$ cat src/rtl/clk_div_pkg.sv
// Shared constants and helpers for the programmable clock divider bank.
package clk_div_pkg;

  localparam int DIV_W_DEF = 32;

  function automatic int def_div(input int clk_hz, input int out_hz);
    return clk_hz / out_hz;
  endfunction

  function automatic int idx_w(input int n);
    return (n > 1) ? $clog2(n) : 1;
  endfunction

endpackage

$ cat src/rtl/clk_div_channel.sv
// One divider channel: counter, active/pending divisor, registered outputs.
module clk_div_channel
  import clk_div_pkg::*;
#(
  parameter int             DIV_W   = DIV_W_DEF,
  parameter logic [DIV_W-1:0] DEF_DIV = DIV_W'(4)
) (
  input  logic             clk,
  input  logic             rst,
  input  logic             wr,
  input  logic [DIV_W-1:0] wr_div,
  input  logic             sync,
  output logic             o_clk,
  output logic             o_tick,
  output logic             busy
);

  logic [DIV_W-1:0] count, div_act, pend;
  logic [DIV_W-1:0] count_nx, div_nx, pend_nx;
  logic             busy_nx, tick_nx, clk_nx;
  logic             run, wrap, sync_go, apply;

  always_comb begin
    run     = (div_act != '0);
    wrap    = run && (count == div_act - DIV_W'(1));
    sync_go = sync && run;
    // a stopped channel takes its pending divisor right away
    apply   = busy && (!run || wrap || sync_go);
    div_nx  = apply ? pend : div_act;
    count_nx = '0;
    if (run && !wrap && !sync_go && !apply)
      count_nx = count + DIV_W'(1);
    pend_nx = wr ? wr_div : pend;
    busy_nx = wr || (busy && !apply);
    tick_nx = (div_nx != '0) && (count_nx == '0);
    clk_nx  = (div_nx != '0) && (count_nx < (div_nx >> 1));
  end

  always_ff @(posedge clk or posedge rst) begin
    if (rst) begin
      count   <= '0;
      div_act <= DEF_DIV;
      pend    <= '0;
      busy    <= 1'b0;
      o_clk   <= 1'b0;
      o_tick  <= 1'b0;
    end else begin
      count   <= count_nx;
      div_act <= div_nx;
      pend    <= pend_nx;
      busy    <= busy_nx;
      o_clk   <= clk_nx;
      o_tick  <= tick_nx;
    end
  end

endmodule

$ cat src/rtl/clk_div_bank.sv
// Bank of NUM_CH runtime-programmable clock dividers with tick strobes.
// Optional CLKDIV_BANK_SYNC_EN adds sync_in to phase-align all channels.
module clk_div_bank
  import clk_div_pkg::*;
#(
  parameter int NUM_CH = 4,
  parameter int DIV_W  = DIV_W_DEF,
  parameter int CLK_HZ = 25000000,
  parameter int OUT_HZ = 1000
) (
  input  logic                      clk,
  input  logic                      rst,
  input  logic                      wr_en,
  input  logic [idx_w(NUM_CH)-1:0]  wr_ch,
  input  logic [DIV_W-1:0]          wr_div,
`ifdef CLKDIV_BANK_SYNC_EN
  input  logic                      sync_in,
`endif
  output logic [NUM_CH-1:0]         o_clk,
  output logic [NUM_CH-1:0]         o_tick,
  output logic [NUM_CH-1:0]         busy
);

  localparam int CH_W    = idx_w(NUM_CH);
  localparam int DEF_DIV = def_div(CLK_HZ, OUT_HZ);

  logic sync;

`ifdef CLKDIV_BANK_SYNC_EN
  assign sync = sync_in;
`else
  assign sync = 1'b0;
`endif

  for (genvar i = 0; i < NUM_CH; i++) begin : g_ch
    logic sel;

    // out-of-range channel numbers match no instance
    assign sel = wr_en && (wr_ch == CH_W'(i));

    clk_div_channel #(
      .DIV_W   (DIV_W),
      .DEF_DIV (DIV_W'(DEF_DIV))
    ) u_ch (
      .clk    (clk),
      .rst    (rst),
      .wr     (sel),
      .wr_div (wr_div),
      .sync   (sync),
      .o_clk  (o_clk[i]),
      .o_tick (o_tick[i]),
      .busy   (busy[i])
    );
  end

endmodule

$ cat config.mk
export PLATFORM = sky130hd
export DESIGN_NAME = clk_div_bank
export DESIGN_NICKNAME = d
export VERILOG_FILES = /design/src/rtl/clk_div_pkg.sv /design/src/rtl/clk_div_channel.sv /design/src/rtl/clk_div_bank.sv
export SDC_FILE = /design/constraint.sdc
export NUM_CORES = 1
export LEC_CHECK = 0
export BUFFER_PORTS_ARGS = -buffer_cell sky130_fd_sc_hd__buf_2
export CAP_MARGIN = 10
export CORE_UTILIZATION = 55
export CTS_BUF_LIST = sky130_fd_sc_hd__clkbuf_8 sky130_fd_sc_hd__clkbuf_16
export DETAILED_ROUTE_END_ITERATION = 10
export PLACE_DENSITY = 0.74
export SLEW_MARGIN = 5
export SYNTH_ARGS = -nofsm -noshare
export SYNTH_HDL_FRONTEND = slang
export SYNTH_SLANG_ARGS = --single-unit
$ cat constraint.sdc
create_clock -name clk -period 15.2 [get_ports clk]
set_clock_uncertainty 0.2 [all_clocks]
set_input_delay 3.8 -clock clk [delete_from_list [all_inputs] [get_ports clk]]
set_output_delay 3.8 -clock clk [all_outputs]
set_load 0.02 [all_outputs]
* Word level (Yosys, flattened, before mapping)
Index checks and enable logic that the tools add are counted.
** Word-level totals
- Bits in read-only memories :: 0
- Bits of input ports :: 37
- Bits in latches :: 0
- Bits in writable memories :: 0
- Flip-flop bits (word level) :: 396
- Memories :: 0
- Output and inout bits :: 12
** Operators by class
- Div/mod/pow operators :: 0
- Reductions and logical operators :: 65
- Muxes and demuxes :: 8
- Add/subtract/negate cells :: 8
- Eq/ne operators :: 7
- Bitwise gates (word level) :: 0
- Shift-type cells :: 0
- Multiply operators :: 0
- Order comparisons :: 4
** Operator list (number)
- 2-to-1 mux 32 bit :: 8
- nonzero test 32 bit :: 8
- adder 32 x 1 -> 32 bit, second input constant :: 4
- == test 32 bit :: 4
- zero test 32 bit :: 4
- < comparator 32 x 31 -> 1 bit :: 4
- subtractor 32 x 1 -> 32 bit, second input constant :: 4
- logical AND 1 bit :: 32
- zero test 1 bit :: 12
- logical OR 1 bit :: 8
- == test 2 bit, second input constant :: 2
- == test 2 x 1 -> 1 bit, second input constant :: 1
- zero test 2 bit :: 1

* Longest topological paths before layout
Gate-level depths: netlist (run 1).
- Depth after elaboration :: 10
- Mapped depth :: 26
- Mapped depth without buffers :: 24

* Modules after synthesis
Synthesis (run 1) repeated with hierarchy kept, for this count alone.
** Unflattened totals
- Cells, all modules :: 2751
- Area, all modules :: 27252.4 um^2
** By module, submodules not included
- clk_div_channel at g_ch[1].u_ch ... :: cells an instance 687, area an instance 6867.8 um^2, times used 2
- clk_div_channel at g_ch[3].u_ch :: cells an instance 683, area an instance 6866.6 um^2, times used 1
- clk_div_channel at g_ch[0].u_ch :: cells an instance 689, area an instance 6608.8 um^2, times used 1
- clk_div_bank :: cells an instance 5, area an instance 41.3 um^2, times used 1

* Least setup slack after synthesis (run 1)
OpenSTA, ideal clock, no wires.
- Path type :: register to register
- Start :: register g_ch[3].u_ch.div_act[2]
- End :: register g_ch[3].u_ch.o_clk
- Setup time :: 66 ps
- Path buffers :: 2
- Required time :: 14934 ps
- Path slack :: 9730 ps
- Arrival :: 5204 ps
- Period minus slack after synthesis :: 5470 ps
- Cell stages (with the launch flop) :: 23
- Cells stage by stage :: dfrtp_1 > clkbuf_1 > nor4_1 > nand2_1 > nor2_1 > mux2_2 > a2111oi_0 > nand4b_1 > o41ai_4 > clkbuf_1 > nor2_1 > ha_1 > a21o_1 > a21o_1 > a21o_1 > a21oi_1 > nor2b_1 > o21ai_0 > nand2b_1 > a21oi_1 > o21ai_0 > a211oi_1 > o31a_1
** Between the ends
- Word-level cells in the longest chain between the ends :: 10
** Ends and longest elaborated chain
- start, declared :: line clk_div_channel.sv:18 : logic [DIV_W-1:0] count, div_act, pend;
- start signal, assigned :: line clk_div_channel.sv:49 : div_act <= div_nx;
- subtractor 32 x 1 -> 32 bit :: line clk_div_channel.sv:25 : wrap = run && (count == div_act - DIV_W'(1));
- == test 32 bit :: line clk_div_channel.sv:25
- logical AND 1 bit :: line clk_div_channel.sv:25
- logical OR 1 bit :: line clk_div_channel.sv:28 : apply = busy && (!run || wrap || sync_go);
- logical AND 1 bit :: line clk_div_channel.sv:28
- zero test 1 bit :: line clk_div_channel.sv:31 : if (run && !wrap && !sync_go && !apply)
- logical AND 1 bit (*) :: line clk_div_channel.sv:31
- 2-to-1 mux 32 bit (*) :: line clk_div_channel.sv:31
- named net g_ch[3].u_ch.count_nx[9] :: line clk_div_channel.sv:19 : logic [DIV_W-1:0] count_nx, div_nx, pend_nx;
- < comparator 32 x 31 -> 1 bit (*) :: line clk_div_channel.sv:36 : clk_nx = (div_nx != '0) && (count_nx < (div_nx >> 1));
- logical AND 1 bit (*) :: line clk_div_channel.sv:36
- named net g_ch[3].u_ch.clk_nx :: line clk_div_channel.sv:20 : logic busy_nx, tick_nx, clk_nx;
- end signal, assigned :: line clk_div_channel.sv:52 : o_clk <= clk_nx;
- end, declared :: line clk_div_channel.sv:13 : output logic o_clk,
Mark *: on every way through the listed nets, which the timed path passes. The rest lies on a longest branch.
A chain may end at the register's enable or synchronous reset.

* Worst setup path after layout (run 1)
- Start :: register g_ch[1].u_ch.div_act[2]
- End :: register g_ch[1].u_ch.o_clk
** Between the ends
- Word-level cells in the longest chain between the ends :: 10
** Ends and longest elaborated chain (line)
- start, declared :: clk_div_channel.sv:18
- start signal, assigned :: clk_div_channel.sv:49
- subtractor 32 x 1 -> 32 bit :: clk_div_channel.sv:25
- == test 32 bit :: clk_div_channel.sv:25
- logical AND 1 bit :: clk_div_channel.sv:25
- logical OR 1 bit :: clk_div_channel.sv:28
- logical AND 1 bit :: clk_div_channel.sv:28
- zero test 1 bit :: clk_div_channel.sv:31
- logical AND 1 bit :: clk_div_channel.sv:31
- 2-to-1 mux 32 bit :: clk_div_channel.sv:31
- < comparator 32 x 31 -> 1 bit :: clk_div_channel.sv:36
- logical AND 1 bit (*) :: clk_div_channel.sv:36
- named net g_ch[1].u_ch.clk_nx :: clk_div_channel.sv:20
- end signal, assigned :: clk_div_channel.sv:52
- end, declared :: clk_div_channel.sv:13
Marks and branches as above.

==> results of run 1 <==
[worst max-delay path, delay by kind of cell (launching register included)]
family,cells,cell delay (ps)
adder cells (fa/ha/maj),1,290
multiplexers,1,420
AND/OR/NAND/NOR,12,3560
flip-flops,1,480
AO/OA/AOI/OAI,7,1750
[cell usage after synthesis (all sizes together) (32+ instances only)]
cell type,number
buf,35
nand3,96
nor4,86
nor3,89
inv,124
mux2,164
o21ai,59
dfrtp,372
nand2,111
clkbuf,119
xnor2,176
a21oi,61
nor2,226
nand4,70
and3,47
mux2i,131
ha,128
nor2b,32
xor2,129
[kinds of logic (layout without fill, tap and decap cells)]
kind of cell / Yosys count / in the layout / synth area share (%)
other cells: 0 / 1 / 0
buf+inv: 278 / 267 / 4.35
flops: 396 / 396 / 39.2
simple gates: 907 / 907 / 19.0
fa+ha+maj: 128 / 128 / 6.31
mux: 295 / 295 / 12.4
compound gates: 304 / 304 / 8.15
xor+xnor: 305 / 305 / 10.5
[routing by layer]
layer / vias up / GRT usage (%) / share of wire, % / routed length [um]
met5: - / 0 / 0 / 0
met2: 723 / 48.6 / 46 / 32400
met4: 0 / 10.8 / 3.3 / 2280
met1: 9981 / 42.7 / 44 / 31000
met3: 141 / 3.41 / 6.2 / 4370
li1: 9282 / - / - / -
[flip-flops by register name, summed over array words and instances (netlist names)]
register           flops
g_ch.u_ch.busy         4
g_ch.u_ch.o_clk        4
g_ch.u_ch.count      128
g_ch.u_ch.div_act    128
g_ch.u_ch.pend       128
g_ch.u_ch.o_tick       4
[cell type report]
cell class	instances	area, um2
diodes	1	2.50
repair buffers	66	375
inverters	124	473
fillers	3788	18000
clock inverters	24	329
flip-flops and latches	396	9940
multi-input cells	1939	14400
well taps	600	751
clock buffers	53	1220
[stage by stage]
stage               instances  power [mW]
CTS                      3202        4.56
global route             3202        4.87
global placement         3125        3.33
finish                   3203        4.58
floorplan                2613        2.89
detailed placement       3125        3.40
[where the power goes]
group	internal (mW)	leakage, nW	switching [mW]	total [mW]
sequential	1.30	5.01	0.391	1.69
clock	0.705	0.791	0.453	1.16
combinational	0.757	7.37	0.976	1.73
[final timing paths]
check | start | end | cells after the start
max | g_ch[1].u_ch.div_act[2] | g_ch[1].u_ch.o_clk | 21
min | g_ch[0].u_ch.pend[3] | g_ch[0].u_ch.pend[3] | 1
max reg2reg | g_ch[1].u_ch.div_act[2] | g_ch[1].u_ch.o_clk | 21
min reg2reg | g_ch[0].u_ch.pend[3] | g_ch[0].u_ch.pend[3] | 1
max in group asynchronous | rst | g_ch[1].u_ch.div_act[1] | 4
min in group asynchronous | rst | g_ch[2].u_ch.count[2] | 2
==> flow_summary.json, run 1 <==
{
  "hold_class": "flop to flop",
  "critPathRequiredTime_ps": 15480,
  "cts_made_buffers": 43,
  "holdWs_ps": 347,
  "cp_cell_sequence": "or4_4 -> nor3_1 -> nand2_1 -> o41ai_1 -> o21ai_0 -> or4_1 -> a211o_1 -> nand2_4 -> nand2_2 -> mux2i_1 -> ha_1 -> a21oi_1 -> nor2b_1 -> o21ai_0 -> nand2b_1 -> a2111oi_0 -> nor2_1 -> nor2_1 -> nand2_1 -> a221oi_1 -> nor4b_2",
  "utilization_pct": 60.4,
  "p_leak_nw": 13.2,
  "tightestPinTransition_ps": 985,
  "yosys_warnings": 0,
  "drt-wirelength-per-cell_um": 21.9,
  "die_w_um": 217,
  "layout.nets": 2735,
  "grt_start_max_net_pins": 126,
  "drt_iter0_drc": 1834,
  "syn_inst": 2613,
  "drt-total-wl_mm": 70.1,
  "design.core.area_um2": 45500,
  "peakVddDrop_mv": 0.103,
  "fin_ws_ps": 8360,
  "crit_path_end_kind": "flop",
  "vias": 20100,
  "crit_path_start_kind": "flop",
  "status": "completed",
  "worstPathArrival_ps": 7120,
  "placed_area_um2": 25900,
  "cts_buffer_depth": 3,
  "cts.clk_slew.worst_paths_ps": 60,
  "hold_viol_final": 0,
  "cts_resized": 0,
  "antenna_left": 0,
  "synth_area_leader_cell": "dfrtp_1",
  "place_ws_ps": 8460,
  "reg2reg_slack_ps": 8360,
  "grt_pass1_vias": 19800,
  "gr-usage-all-layers_pct": 30.4,
  "path_max_fanout": 37,
  "cts_sinks": 396,
  "cts_hold_buf": 0,
  "ys_seq_area_share_pct": 39.2,
  "antenna_found_initial": 2,
  "drt-pass1-iter-count": 7,
  "clk_latency_ps": 590,
  "syn_area_um2": 25400,
  "dieArea_um2": 47000,
  "overflow": 0,
  "place_congestion": 1.00,
  "final_area_um2": 27400,
  "p_per_area_nw_per_um2": 167,
  "post-route-period-util_pct": 45.0,
  "grt_pass1_wl_mm": 112,
  "ys_ff_latch": 396,
  "syn2layout_area_growth_pct": 8.18,
  "period_needed_ps": 6840,
  "cp_slowest_cell": "nand2_2",
  "fin_setup_tns_ps": 0,
  "synth-main-ff-cell": "dfrtp_1",
  "rsz0062_at_grt": "no",
  "die_h_um": 217,
  "synth_top_area_share_pct": 36.7,
  "path_class": "flop to flop",
  "synth-edff-count": 0,
  "finalSetupViolCount": 0,
  "start_util_pct": 55.8,
  "max_stage_delay_ps": 670,
  "synthArstFlopShare_pct": 100,
  "ios": 49,
  "fmax_ghz": 0.146,
  "avgSynthCellArea_um2": 9.71,
  "cts_tree": "built",
  "maxCapViolations": 0,
  "final_max_slew_viol_count": 0,
  "final_common_cell": "dfrtp_1",
  "final_layout_size_suffix_gt1_share_pct": 13.5,
  "post_drt_via_cell_ratio": 6.28,
  "io_buffers": 48,
  "hpwl_mm": 53.2,
  "post_synth_main_area_contributors": "dfrtp_1, mux2_2, ha_1, xnor2_1, mux2i_1",
  "cts_max_level": 2,
  "postCtsSetupBuffers": 0,
  "num_rows": 78,
  "drc": 0,
  "ys_types": 81,
  "synth_fp_nets": 2778,
  "layout_common_cells": "dfrtp_1, nor2_1, xnor2_1",
  "clockRootBuffer": "clkbuf_16",
  "slew_headroom_pct": 34.1
}
Note: power is estimated with default switching activity, not from simulation.
==> run 2, diff against run 1 <==
--- a/config.mk
+++ b/config.mk
@@ -10,7 +10,7 @@
 export CORE_UTILIZATION = 55
 export CTS_BUF_LIST = sky130_fd_sc_hd__clkbuf_8 sky130_fd_sc_hd__clkbuf_16
 export DETAILED_ROUTE_END_ITERATION = 10
-export PLACE_DENSITY = 0.74
+export PLACE_DENSITY = 0.71
 export SLEW_MARGIN = 5
 export SYNTH_ARGS = -nofsm -noshare
 export SYNTH_HDL_FRONTEND = slang
==> constraint.sdc (replaced) <==
create_clock -name clk -period 6.7 [get_ports clk]
set_clock_uncertainty 0.2 [all_clocks]
set_input_delay 1.675 -clock clk [delete_from_list [all_inputs] [get_ports clk]]
set_output_delay 1.675 -clock clk [all_outputs]
set_load 0.02 [all_outputs]
==> run 2 against run 1 <==
Against the previous run:
- worst setup slack lost 7700 ps
- sequential power grew 130%
- first-iteration DRC count shrank 13%
- hold slack lost 2.3 ps
- clock power grew 110%
- global-route usage grew 0.31 points
- register-to-register slack lost 7700 ps
- combinational power grew 130%
- final area grew 0.30%
- sequential share of layout area shrank 0.11 points
- critical path type unchanged
- highest routed layer unchanged
==> flow_summary.json, run 2 (synthesis gave the netlist of run 1 again) <==
{
  "status": "completed",
  "worstPathArrival_ps": 6330,
  "cts_sinks": 396,
  "clk_latency_ps": 570,
  "drt-pass1-iter-count": 5,
  "maxCapViolations": 0,
  "layout.nets": 2757,
  "cts_max_level": 2,
  "crit_path_start_kind": "flop",
  "cts_made_buffers": 43,
  "slew_headroom_pct": 38.0,
  "num_rows": 78,
  "drt-wirelength-per-cell_um": 22.2,
  "rr_startpoint": "g_ch[1].u_ch.div_act[0]",
  "rsz0062_at_grt": "no",
  "clockRootBuffer": "clkbuf_16",
  "path_max_fanout": 22,
  "die_h_um": 217,
  "cts_hold_buf": 0,
  "syn2layout_area_growth_pct": 8.50,
  "design.core.area_um2": 45500,
  "cp_cell_sequence": "nor3_1 -> nand3_1 -> nor4_1 -> xnor2_1 -> or4_1 -> or4_1 -> a211o_1 -> nand2_4 -> nand2_2 -> buf_4 -> mux2i_1 -> ha_1 -> a21o_1 -> a21oi_1 -> nor2b_1 -> o21ai_0 -> nand2b_1 -> a21oi_1 -> nor2b_1 -> o21ai_0 -> nand2_1 -> a221oi_1 -> nor4b_2",
  "gr-usage-all-layers_pct": 30.7,
  "ios": 49,
  "antenna_found_initial": 3,
  "fin_cells": 3225,
  "final_max_slew_viol_count": 0,
  "vias": 20200,
  "final_common_cell": "dfrtp_1",
  "max_stage_delay_ps": 600,
  "antenna_left": 0,
  "post-route-period-util_pct": 90.6,
  "grt_pass1_vias": 19400,
  "drt_iter0_drc": 1593,
  "overflow": 0,
  "worstSetupStartpoint": "g_ch[1].u_ch.div_act[0]",
  "fin_setup_tns_ps": 0,
  "layout_common_cells": "dfrtp_1, nor2_1, xnor2_1",
  "crit_path_end_kind": "flop",
  "post_drt_via_cell_ratio": 6.25,
  "min_delay_path_depth": 1,
  "reg_top3": "g_ch.u_ch.count: 128 flops, g_ch.u_ch.div_act: 128 flops, g_ch.u_ch.pend: 128 flops",
  "place_inst": 3145,
  "die_w_um": 217,
  "dieArea_um2": 47000,
  "min_from": "g_ch[1].u_ch.pend[0]",
  "finalSetupViolCount": 0,
  "drt-total-wl_mm": 71.4,
  "cts_buffer_depth": 3,
  "hold_class": "flop to flop",
  "hold_viol_final": 0,
  "period_needed_ps": 6070,
  "place_congestion": 0.931,
  "cts.clk_slew.worst_paths_ps": 60,
  "start_util_pct": 55.8,
  "critPathRequiredTime_ps": 6960,
  "final_layout_size_suffix_gt1_share_pct": 14.4,
  "path_class": "flop to flop",
  "n_fill_cell": 3852,
  "p_per_area_nw_per_um2": 374,
  "grt_pass1_wl_mm": 112,
  "insertedDiodeCount": 0,
  "io_buffers": 48,
  "hpwl_mm": 54.6,
  "cp_slowest_cell": "or4_1",
  "grt_start_max_net_pins": 146,
  "drc": 0,
  "tightestPinTransition_ps": 931,
  "peakVddDrop_mv": 0.337,
  "cts_tree": "built",
  "fmax_ghz": 0.165,
  "ff2ff_path_depth": 23,
  "p_leak_nw": 13.2
}
[run 2: changes by cell type in the layout (fill, tap and decap cells not counted), sizes merged, moves of 3 or more]
cell,before,now
buf,66,88
clkbuf,53,47
bufinv,8,5
clkinvlp,2,6
clkinv,4,11
[run 2: timing repair]
action,CTS,global route
setup buffers,0,2
resized for setup,0,1
setup endpoints to repair,0,1
[run 2: path summary, 6_finish.rpt]
| kind | endpoint | slack (ps) |
|---|---|---|
| worst max-delay path | g_ch[1].u_ch.o_clk | 630 |
| max in group asynchronous | g_ch[2].u_ch.count[20] | 3760 |
| worst min-delay path | g_ch[1].u_ch.pend[0] | 340 |
| min in group asynchronous | g_ch[1].u_ch.count[7] | 1100 |
| worst max register to register | g_ch[1].u_ch.o_clk | 630 |
| worst min register to register | g_ch[1].u_ch.pend[0] | 340 |
[run 2: cell type report]
| type | instances | area (um2) | area share, % |
|---|---|---|---|
| clock buffer | 47 | 1130 | 4.11 |
| clock inverter | 31 | 307 | 1.11 |
| inverter | 124 | 469 | 1.70 |
| multi-input combinational | 1939 | 14400 | 52.2 |
| sequential | 396 | 9940 | 36.1 |
| tap | 600 | 751 | 2.73 |
| timing repair buffer | 88 | 566 | 2.05 |
[run 2: stage by stage]
| step | total power [mW] | util (%) | setup slack, ps | area [um2] | hold WS, ps |
|---|---|---|---|---|---|
| floorplan | 6.55 | - | -485 | 25400 | 269 |
| global placement | 7.69 | 57.3 | 617 | 26100 | 327 |
| detailed placement | 7.80 | 57.3 | 486 | 26100 | 329 |
| CTS | 10.3 | 60.5 | 459 | 27500 | 346 |
| global route | 10.9 | 60.5 | 106 | 27500 | 368 |
| finish | 10.3 | 60.5 | 631 | 27500 | 345 |
[run 2: metal layers]
| metal | vias up | track usage, % | wire length, um | part of all wire, % |
|---|---|---|---|---|
| met1 | 10000 | 43.6 | 32000 | 45 |
| met2 | 670 | 48.8 | 32800 | 46 |
| met4 | 0 | 9.48 | 2050 | 2.9 |
| met5 | - | 0 | 0 | 0 |
| met3 | 120 | 4.07 | 4580 | 6.4 |
| li1 | 9346 | - | - | - |
[run 2: power breakdown]
group / switching (mW) / internal, mW / total, mW
clock: 1.03 / 1.42 / 2.44
combinational: 2.19 / 1.80 / 3.99
sequential: 0.927 / 2.94 / 3.87
total: 4.14 / 6.15 / 10.3
[run 2: worst max-delay path, delay by kind of cell (launching register included)]
family                     cells  cell delay (ps)
xor gates and xnor gates       1              160
muxes                          1              180
buffers and inverters          1              360
DFF                            1              470
and+or+nand+nor               12             3030
AOI/OAI and AO/OA              7             1320
adders and majority gates      1              230
